$ cat src/rtl/alu_muldiv.sv
// Iterative MIPS multiply/divide unit with architectural HI/LO registers (1 bit per cycle).
// Optional divide-by-zero status output enabled by defining ALU_MULDIV_DIV0_FLAG_EN.
module alu_muldiv #(
  parameter int NB_DATA   = 32,
  parameter int NB_ALU_OP = 6
) (
  input  logic                 i_clock,
  input  logic                 i_reset_n,
  input  logic                 i_valid,
  input  logic [NB_ALU_OP-1:0] i_op,
  input  logic [NB_DATA-1:0]   i_dato_a,
  input  logic [NB_DATA-1:0]   i_dato_b,
  output logic [NB_DATA-1:0]   o_data,
  output logic                 o_busy,
  output logic                 o_stall,
  output logic                 o_done,
  output logic [NB_DATA-1:0]   o_hi,
  output logic [NB_DATA-1:0]   o_lo,
  output logic [1:0]           o_dbg_state
`ifdef ALU_MULDIV_DIV0_FLAG_EN
  ,
  output logic                 o_div_by_zero
`endif
);

  localparam int NB_CNT = $clog2(NB_DATA + 1);

  localparam logic [NB_ALU_OP-1:0] OP_MFHI  = NB_ALU_OP'(6'b010000);
  localparam logic [NB_ALU_OP-1:0] OP_MTHI  = NB_ALU_OP'(6'b010001);
  localparam logic [NB_ALU_OP-1:0] OP_MFLO  = NB_ALU_OP'(6'b010010);
  localparam logic [NB_ALU_OP-1:0] OP_MTLO  = NB_ALU_OP'(6'b010011);
  localparam logic [NB_ALU_OP-1:0] OP_MULT  = NB_ALU_OP'(6'b011000);
  localparam logic [NB_ALU_OP-1:0] OP_MULTU = NB_ALU_OP'(6'b011001);
  localparam logic [NB_ALU_OP-1:0] OP_DIV   = NB_ALU_OP'(6'b011010);
  localparam logic [NB_ALU_OP-1:0] OP_DIVU  = NB_ALU_OP'(6'b011011);

  typedef enum logic [1:0] {
    ST_IDLE = 2'd0,
    ST_MUL  = 2'd1,
    ST_DIV  = 2'd2,
    ST_FIX  = 2'd3
  } state_t;

  state_t              state;
  logic [NB_CNT-1:0]   count;
  logic [NB_DATA-1:0]  acc;    // product high half / partial remainder
  logic [NB_DATA-1:0]  mq;     // multiplier / dividend-then-quotient
  logic [NB_DATA-1:0]  opnd;   // |multiplicand| or |divisor|
  logic                neg_q;
  logic                neg_r;
  logic                div0;
  logic                is_div;
  logic [NB_DATA-1:0]  hi;
  logic [NB_DATA-1:0]  lo;
  logic                done;

  logic                is_muldiv;
  logic                is_listed;
  logic                op_signed;
  logic                a_neg;
  logic                b_neg;
  logic [NB_DATA:0]    mul_sum;
  logic [NB_DATA:0]    div_shift;
  logic                div_ge;
  logic [NB_DATA-1:0]  div_diff;
  logic [2*NB_DATA-1:0] prod_mag;
  logic [2*NB_DATA-1:0] prod_fix;
  logic [NB_DATA-1:0]  q_fix;
  logic [NB_DATA-1:0]  r_fix;

  always_comb begin
    is_muldiv = (i_op == OP_MULT) || (i_op == OP_MULTU) ||
                (i_op == OP_DIV)  || (i_op == OP_DIVU);
    is_listed = is_muldiv || (i_op == OP_MFHI) || (i_op == OP_MTHI) ||
                (i_op == OP_MFLO) || (i_op == OP_MTLO);
    op_signed = ~i_op[0];
    a_neg     = op_signed & i_dato_a[NB_DATA-1];
    b_neg     = op_signed & i_dato_b[NB_DATA-1];

    mul_sum   = {1'b0, acc} + (mq[0] ? {1'b0, opnd} : '0);
    div_shift = {acc, mq[NB_DATA-1]};
    div_ge    = div_shift >= {1'b0, opnd};
    div_diff  = div_shift[NB_DATA-1:0] - opnd;

    prod_mag  = {acc, mq};
    prod_fix  = neg_q ? -prod_mag : prod_mag;
    // A zero divisor leaves |dividend| in acc, so the remainder fix restores the dividend.
    q_fix     = div0 ? '1 : (neg_q ? -mq : mq);
    r_fix     = neg_r ? -acc : acc;
  end

  // Handshake: an op is taken when i_valid is high at an edge while IDLE. While busy,
  // every listed op raises o_stall and is dropped; the requester holds it and retries.
  always_ff @(posedge i_clock) begin
    if (!i_reset_n) begin
      state  <= ST_IDLE;
      count  <= '0;
      acc    <= '0;
      mq     <= '0;
      opnd   <= '0;
      neg_q  <= 1'b0;
      neg_r  <= 1'b0;
      div0   <= 1'b0;
      is_div <= 1'b0;
      hi     <= '0;
      lo     <= '0;
      done   <= 1'b0;
    end else begin
      done <= 1'b0;
      case (state)
        ST_IDLE: begin
          if (i_valid && is_muldiv) begin
            acc    <= '0;
            mq     <= a_neg ? -i_dato_a : i_dato_a;
            opnd   <= b_neg ? -i_dato_b : i_dato_b;
            neg_q  <= a_neg ^ b_neg;
            neg_r  <= a_neg;
            div0   <= (i_dato_b == '0);
            is_div <= i_op[1];
            count  <= NB_CNT'(NB_DATA);
            state  <= i_op[1] ? ST_DIV : ST_MUL;
          end else if (i_valid && (i_op == OP_MTHI)) begin
            hi <= i_dato_a;
          end else if (i_valid && (i_op == OP_MTLO)) begin
            lo <= i_dato_a;
          end
        end
        ST_MUL: begin
          if (count != '0) begin
            acc   <= mul_sum[NB_DATA:1];
            mq    <= {mul_sum[0], mq[NB_DATA-1:1]};
            count <= count - NB_CNT'(1);
          end else begin
            state <= ST_FIX;
          end
        end
        ST_DIV: begin
          if (count != '0) begin
            acc   <= div_ge ? div_diff : div_shift[NB_DATA-1:0];
            mq    <= {mq[NB_DATA-2:0], div_ge};
            count <= count - NB_CNT'(1);
          end else begin
            state <= ST_FIX;
          end
        end
        ST_FIX: begin
          if (is_div) begin
            hi <= r_fix;
            lo <= q_fix;
          end else begin
            hi <= prod_fix[2*NB_DATA-1:NB_DATA];
            lo <= prod_fix[NB_DATA-1:0];
          end
          done  <= 1'b1;
          state <= ST_IDLE;
        end
        default: state <= ST_IDLE;
      endcase
    end
  end

`ifdef ALU_MULDIV_DIV0_FLAG_EN
  logic dz_flag;

  always_ff @(posedge i_clock) begin
    if (!i_reset_n) begin
      dz_flag <= 1'b0;
    end else if ((state == ST_IDLE) && i_valid && is_muldiv) begin
      dz_flag <= 1'b0;
    end else if ((state == ST_FIX) && is_div && div0) begin
      dz_flag <= 1'b1;
    end
  end

  assign o_div_by_zero = dz_flag;
`endif

  assign o_busy      = (state != ST_IDLE);
  assign o_stall     = i_valid & is_listed & o_busy;
  assign o_done      = done;
  assign o_hi        = hi;
  assign o_lo        = lo;
  assign o_dbg_state = state;
  assign o_data      = (i_op == OP_MFHI) ? hi :
                       (i_op == OP_MFLO) ? lo : '0;

endmodule

$ cat config.mk
export PLATFORM = sky130hd
export DESIGN_NAME = alu_muldiv
export DESIGN_NICKNAME = d
export VERILOG_FILES = /design/src/rtl/alu_muldiv.sv
export SDC_FILE = /design/constraint.sdc
export NUM_CORES = 1
export LEC_CHECK = 0
export ABC_AREA = 0
export BUFFER_PORTS_ARGS = -buffer_cell sky130_fd_sc_hd__buf_4
export CAP_MARGIN = 20
export CORE_ASPECT_RATIO = 1.2
export CORE_UTILIZATION = 60
export CTS_CLUSTER_DIAMETER = 200
export DETAILED_ROUTE_END_ITERATION = 12
export PLACE_DENSITY = 0.79
export SLEW_MARGIN = 30
export SYNTH_ARGS = -nofsm -noshare
export SYNTH_HDL_FRONTEND = slang
export SYNTH_SLANG_ARGS = --single-unit
$ cat constraint.sdc
create_clock -name i_clock -period 6.5 [get_ports i_clock]
set_input_delay 0.975 -clock i_clock [delete_from_list [all_inputs] [get_ports i_clock]]
set_output_delay 0.975 -clock i_clock [all_outputs]
set_load 0.005 [all_outputs]
---- Word-level counts from Yosys, hierarchy flattened ----
Index checks and enable logic that the tools add are counted.
storage, ports and cells
  input port bits ......................... 73
  bits in registers ....................... 173
  output and inout port bits .............. 101
  logic and storage cells ................. 106
cells by class
  magnitude comparators ................... 1
  muxes and demuxes ....................... 35
  $add $sub $neg .......................... 8
  reduce and logical (&&, ||, !) cells .... 24
  bitwise logic cells ..................... 6
  eq/ne operators ......................... 20
operators with widths
  kind                                                                    number
  32-bit 2-to-1 mux                                                       22
  32-bit case mux with 3 select lines                                     2
  32-bit negation                                                         4
  32-bit case mux with 2 select lines                                     2
  64-bit 2-to-1 mux                                                       1
  64-bit negation                                                         1
  6-bit by 5-bit equality test with 1-bit output (second input constant)  8
  32-bit by 32-bit adder with 33-bit output                               1
  33-bit by 32-bit greater-or-equal comparator with 1-bit output          1
  32-bit zero test                                                        1
  32-bit subtractor                                                       1
  2-bit inequality test (second input constant)                           8
  6-bit 2-to-1 mux                                                        2
  6-bit case mux with 2 select lines                                      1
  4-bit AND reduction                                                     2
  1-bit logical OR                                                        7
  2-bit 2-to-1 mux                                                        3
  2-bit case mux with 3 select lines                                      1
  3-bit AND reduction                                                     2
  2-bit nonzero test                                                      3
  6-bit nonzero test                                                      1
  6-bit by 1-bit subtractor with 6-bit output (second input constant)     1
  1-bit AND                                                               4
  2-bit equality test (second input constant)                             2
  10 further kinds                                                        13

---- Longest topological paths before layout ----
  word-level depth ........................ 10
  gate-level depth with buffers ........... 14
  mapped depth without buffers ............ 12

---- Worst setup path after synthesis ----
Ideal clock, no wire load.
  kind .................................... register -> register
  start ................................... register mq[0]
  end ..................................... register acc[31]
  setup time .............................. 122 ps
  path slack .............................. 3046 ps
  cell stages (with the launch flop) ...... 14
  arrival time ............................ 3332 ps
  clock period less this slack ............ 3454 ps
  cell sequence ........................... dfxtp_1 > inv_1 > buf_1 > nor2_1 > fa_1 > a21o_1 > a211o_1 > a211oi_1 > o31ai_1 > a31oi_1 > o31ai_1 > a2111oi_0 > nor2_1 > a221o_1
between the ends
  longest elaborated chain between the ends .. 4
ends and longest elaborated chain
  element                                    line  RTL
  from (decl)                                47    logic [NB_DATA-1:0] mq;
  from (signal assigned)                     114   mq <= a_neg ? -i_dato_a : i_dato_a;
  from (signal assigned)                     131   mq <= {mul_sum[0], mq[NB_DATA-1:1]};
  from (signal assigned)                     140   mq <= {mq[NB_DATA-2:0], div_ge};
  32-bit 2-to-1 mux                          80    mul_sum = {1'b0, acc} + (mq[0] ? {1'b0, opnd} : '0);
  32-bit by 32-bit adder with 33-bit output  80
  32-bit 2-to-1 mux                          129   if (count != '0) begin
  32-bit case mux with 3 select lines        110   case (state)
  to (signal assigned)                       130   acc <= mul_sum[NB_DATA:1];
  to (signal assigned)                       139   acc <= div_ge ? div_diff : div_shift[NB_DATA-1:0];
  to (decl)                                  46    logic [NB_DATA-1:0] acc;
No other way between the ends. The select of a mux whose other input is x is not followed.
A chain may end at the register's enable or synchronous reset.

---- Worst setup path after layout ----
Same ends and word-level chain as after synthesis.

==> load_flow_metrics.sql <==
INSERT INTO impl_metrics (metric_group, metric, value, unit) VALUES
('placement', 'gpl.final_weighted_congestion', '1.03', ''),
('outcome', 'run_status', 'completed', ''),
('final_layout', 'area.growth.synth_to_final', '12.6', '%'),
('worst_setup_path', 'critPathCaptureType', 'flop', ''),
('synthesis', 'post_synth_fa_ha_maj_area_fraction', '6.42', '%'),
('worst_setup_path', 'r2r-start', 'mq[0]$_SDFFE_PN0P_', ''),
('timing', 'grt_setup_unrepaired', 'false', ''),
('synthesis', 'synth_top_family_by_area', 'compound AO/OA/AOI/OAI gates', ''),
('synthesis', 'yosys_register_bits', '173', ''),
('grt', 'grt_util_all_layers', '45.8', '%'),
('timing', 'min_period', '4.13', 'ns'),
('worst_setup_path', 'timing.critical_path.buf_inv', '2', ''),
('detailed_routing', 'initialDrtViolationCount', '1708', ''),
('worst_setup_path', 'timing.critical_path.slowest_stage_cell', 'a211oi_1', ''),
('timing', 'fmaxAchievable', '242', 'MHz'),
('synthesis', 'synthCells', '2055', ''),
('worst_setup_path', 'cpLargestDelayFamily', 'compound AO/OA/AOI/OAI gates', ''),
('synthesis', 'post_synth_mux_area_share', '3.88', '%'),
('grt', 'antenna_found_initial', '1', ''),
('cts', 'insertion_delay', '0.46', 'ns'),
('power', 'vdd.ir_drop.worst', '0.217', 'mV'),
('worst_setup_path', 'cp_data_arrival_time', '4.48', 'ns'),
('cts', 'cts.path.max_buffers', '2', ''),
('final_layout', 'fin_util', '69.1', '%'),
('floorplan', 'design.die.area', '26000', 'um^2'),
('cts', 'cts_buffer_count', '17', ''),
('worst_setup_path', 'critPathLaunchType', 'flop', ''),
('worst_setup_path', 'cpPeakStageDelay', '0.54', 'ns'),
('synthesis', 'synth-xor-area-share', '9.48', '%'),
('synthesis', 'ys_types', '88', ''),
('detailed_routing', 'drtPass1Iterations', '6', ''),
('floorplan', 'core_region_area', '24800', 'um^2'),
('timing', 'worst_slew_margin_rel', '34.6', '%'),
('floorplan', 'floorplan.initialDensity', '61.4', '%'),
('floorplan', 'fp.dieH', '177', 'um'),
('placement', 'placed_area', '16500', 'um^2'),
('detailed_routing', 'post_drt_wl_per_cell', '24.4', 'um'),
('worst_setup_path', 'crit_path_cell_trace', 'inv_1 -> buf_4 -> nor2_1 -> fa_1 -> a21o_1 -> a211o_1 -> a211oi_1 -> o31ai_1 -> a31oi_1 -> o31ai_1 -> a2111oi_0 -> nor2_1 -> a221o_1', ''),
('hold_path', 'hold_path_startpoint', 'o_lo[30]$_SDFFE_PN0P_', ''),
('timing', 'drv_slew', '0', ''),
('synthesis', 'ys_seq_area_share', '22.7', '%'),
('synthesis', 'synth_area_per_cell', '7.42', 'um^2'),
('detailed_routing', 'drt.antenna.violating_nets', '0', ''),
('worst_setup_path', 'worst_ep_required_time', '6.85', 'ns'),
('synthesis', 'yosysWarnings', '0', ''),
('grt', 'grt_first_pass_wirelength', '90800', 'um'),
('placement', 'dpl_wire_length', '44800', 'um'),
('cts', 'htree_levels', '4', ''),
('detailed_routing', 'detail_route.vias_per_cell', '6.95', ''),
('power', 'cellPowerDensity', '288', 'nW/um^2'),
('cts', 'tritoncts_clock_tree', 'done', ''),
('synthesis', 'synth_simple_gate_area_share', '21.2', '%'),
('placement', 'port-buffer-count', '173', ''),
('worst_setup_path', 'worst_r2r_path_depth', '13', ''),
('cts', 'cts.reportedPaths.clkPinSlew', '0.08', 'ns'),
('timing', 'setup-violations-final', '0', ''),
('worst_setup_path', 'r2r_slack', '2.37', 'ns'),
('final_layout', 'finish.net_count', '2268', ''),
('cts', 'post_cts_resized', '0', ''),
('timing', 'tightest_slew', '0.969', 'ns'),
('worst_setup_path', 'timing.critical_path.fanout_max', '33', ''),
('timing', 'final_critical_path_setup_slack', '2.37', 'ns'),
('worst_setup_path', 'timing_worst_setup_path_type', 'reg2reg', ''),
('synthesis', 'synth_edf_count', '0', ''),
('synthesis', 'mappedNetlistArea', '15200', 'um^2'),
('hold_path', 'hold_end', 'o_lo[30]$_SDFFE_PN0P_', ''),
('worst_setup_path', 'reg_to_reg_end', 'acc[31]$_SDFFE_PN0P_', ''),
('grt', 'first_global_vias', '15900', ''),
('floorplan', 'num_rows', '63', ''),
('placement', 'dpl_worst_slack', '2.50', 'ns'),
('detailed_routing', 'drt_drc_violations_left', '0', '');
==> per-layer routing <==
layer | GRT usage [%] | routed length, um | up-vias | share of wire (%)
met3 | 8.22 | 5570 | 364 | 9.3
li1 | - | - | 7606 | -
met2 | 76.9 | 27900 | 1213 | 46
met4 | 40.8 | 6260 | 0 | 10
met5 | 0 | 0 | - | 0
met1 | 49.3 | 20300 | 7886 | 34
==> final cells by class <==
class,count,area [um^2]
multi-input combinational,1659,11000
fill,2121,7670
sequential,173,3460
timing repair buffer,189,1420
clock buffer,17,425
tap,325,407
inverter,78,293
clock inverter,15,180
antenna,1,2.50
==> state kept, by name, summed over array words and instances, names as in the netlist <==
register	cells
neg_r	1
o_done	1
o_lo	32
o_dbg_state	2
neg_q	1
div0	1
mq	32
opnd	32
is_div	1
count	6
acc	32
o_hi	32
==> worst reg2reg max path, delay by kind of cell, from the launching register on <==
kind,cells,cell delay [ns]
adders and majority gates,1,0.45
and+or+nand+nor,2,0.23
buffers and inverters,2,0.42
DFF,1,0.38
AOI/OAI and AO/OA,8,2.55
==> cell families after synthesis <==
group | Yosys count
multiplexers | 59
flip-flops | 173
AO/OA/AOI/OAI | 677
adder cells (fa/ha/maj) | 77
buffers and inverters | 223
XOR/XNOR | 165
AND/OR/NAND/NOR | 681
==> report_power, final <==
part | leakage [uW] | total [uW] | internal, uW | switching, uW
combinational | 0.00574 | 2450 | 817 | 1630
sequential | 0.00140 | 1390 | 1180 | 213
clock | 0.000297 | 1100 | 582 | 514
==> synth_stat cells (51+ instances only) <==
cell      count  area [um^2]
clkbuf_1    121          454
xnor2_1     101          885
a21oi_1     124          621
a21boi_0     56          420
xor2_1       64          561
o211ai_1     51          383
dfxtp_1     173         3460
nor2_1      183          687
o21ai_0     101          505
inv_1        78          293
nand2_1     232          871
ha_1         75          938
mux2i_1      58          581
==> stage by stage <==
step                instances  hold slack (ns)
finish                   2457            0.470
global route             2456            0.495
CTS                      2456            0.475
detailed placement       2424            0.465
global placement         2424            0.457
floorplan                2055            0.454
==> worst max-delay path by stage <==
stage                             startpoint              endpoint  slack (ns)  cells past startpoint
after floorplan           mq[0]$_SDFFE_PN0P_  acc[31]$_SDFFE_PN0P_        3.05                     13
after global placement    mq[0]$_SDFFE_PN0P_  acc[31]$_SDFFE_PN0P_        2.57                     13
after detailed placement  mq[0]$_SDFFE_PN0P_  acc[31]$_SDFFE_PN0P_        2.50                     13
after CTS                 mq[0]$_SDFFE_PN0P_  acc[31]$_SDFFE_PN0P_        2.49                     13
after global routing      mq[0]$_SDFFE_PN0P_  acc[31]$_SDFFE_PN0P_        2.25                     13
final                     mq[0]$_SDFFE_PN0P_  acc[31]$_SDFFE_PN0P_        2.37                     13
==> cell usage in the layout (no fill, tap or decap), types with 30 or more instances in the layout <==
master / instances
o221ai_1: 32
o21ai_0: 100
dfxtp_1: 173
o211ai_1: 51
nor3_1: 45
a21boi_0: 56
a22oi_1: 45
ha_1: 73
nand2_1: 231
nand3_1: 44
mux2i_1: 58
o211a_1: 30
inv_1: 78
a21o_1: 44
xor2_1: 64
xnor2_1: 101
nor2_1: 181
a21oi_1: 124
buf_4: 189
Note: power is estimated with default switching activity, not from simulation.
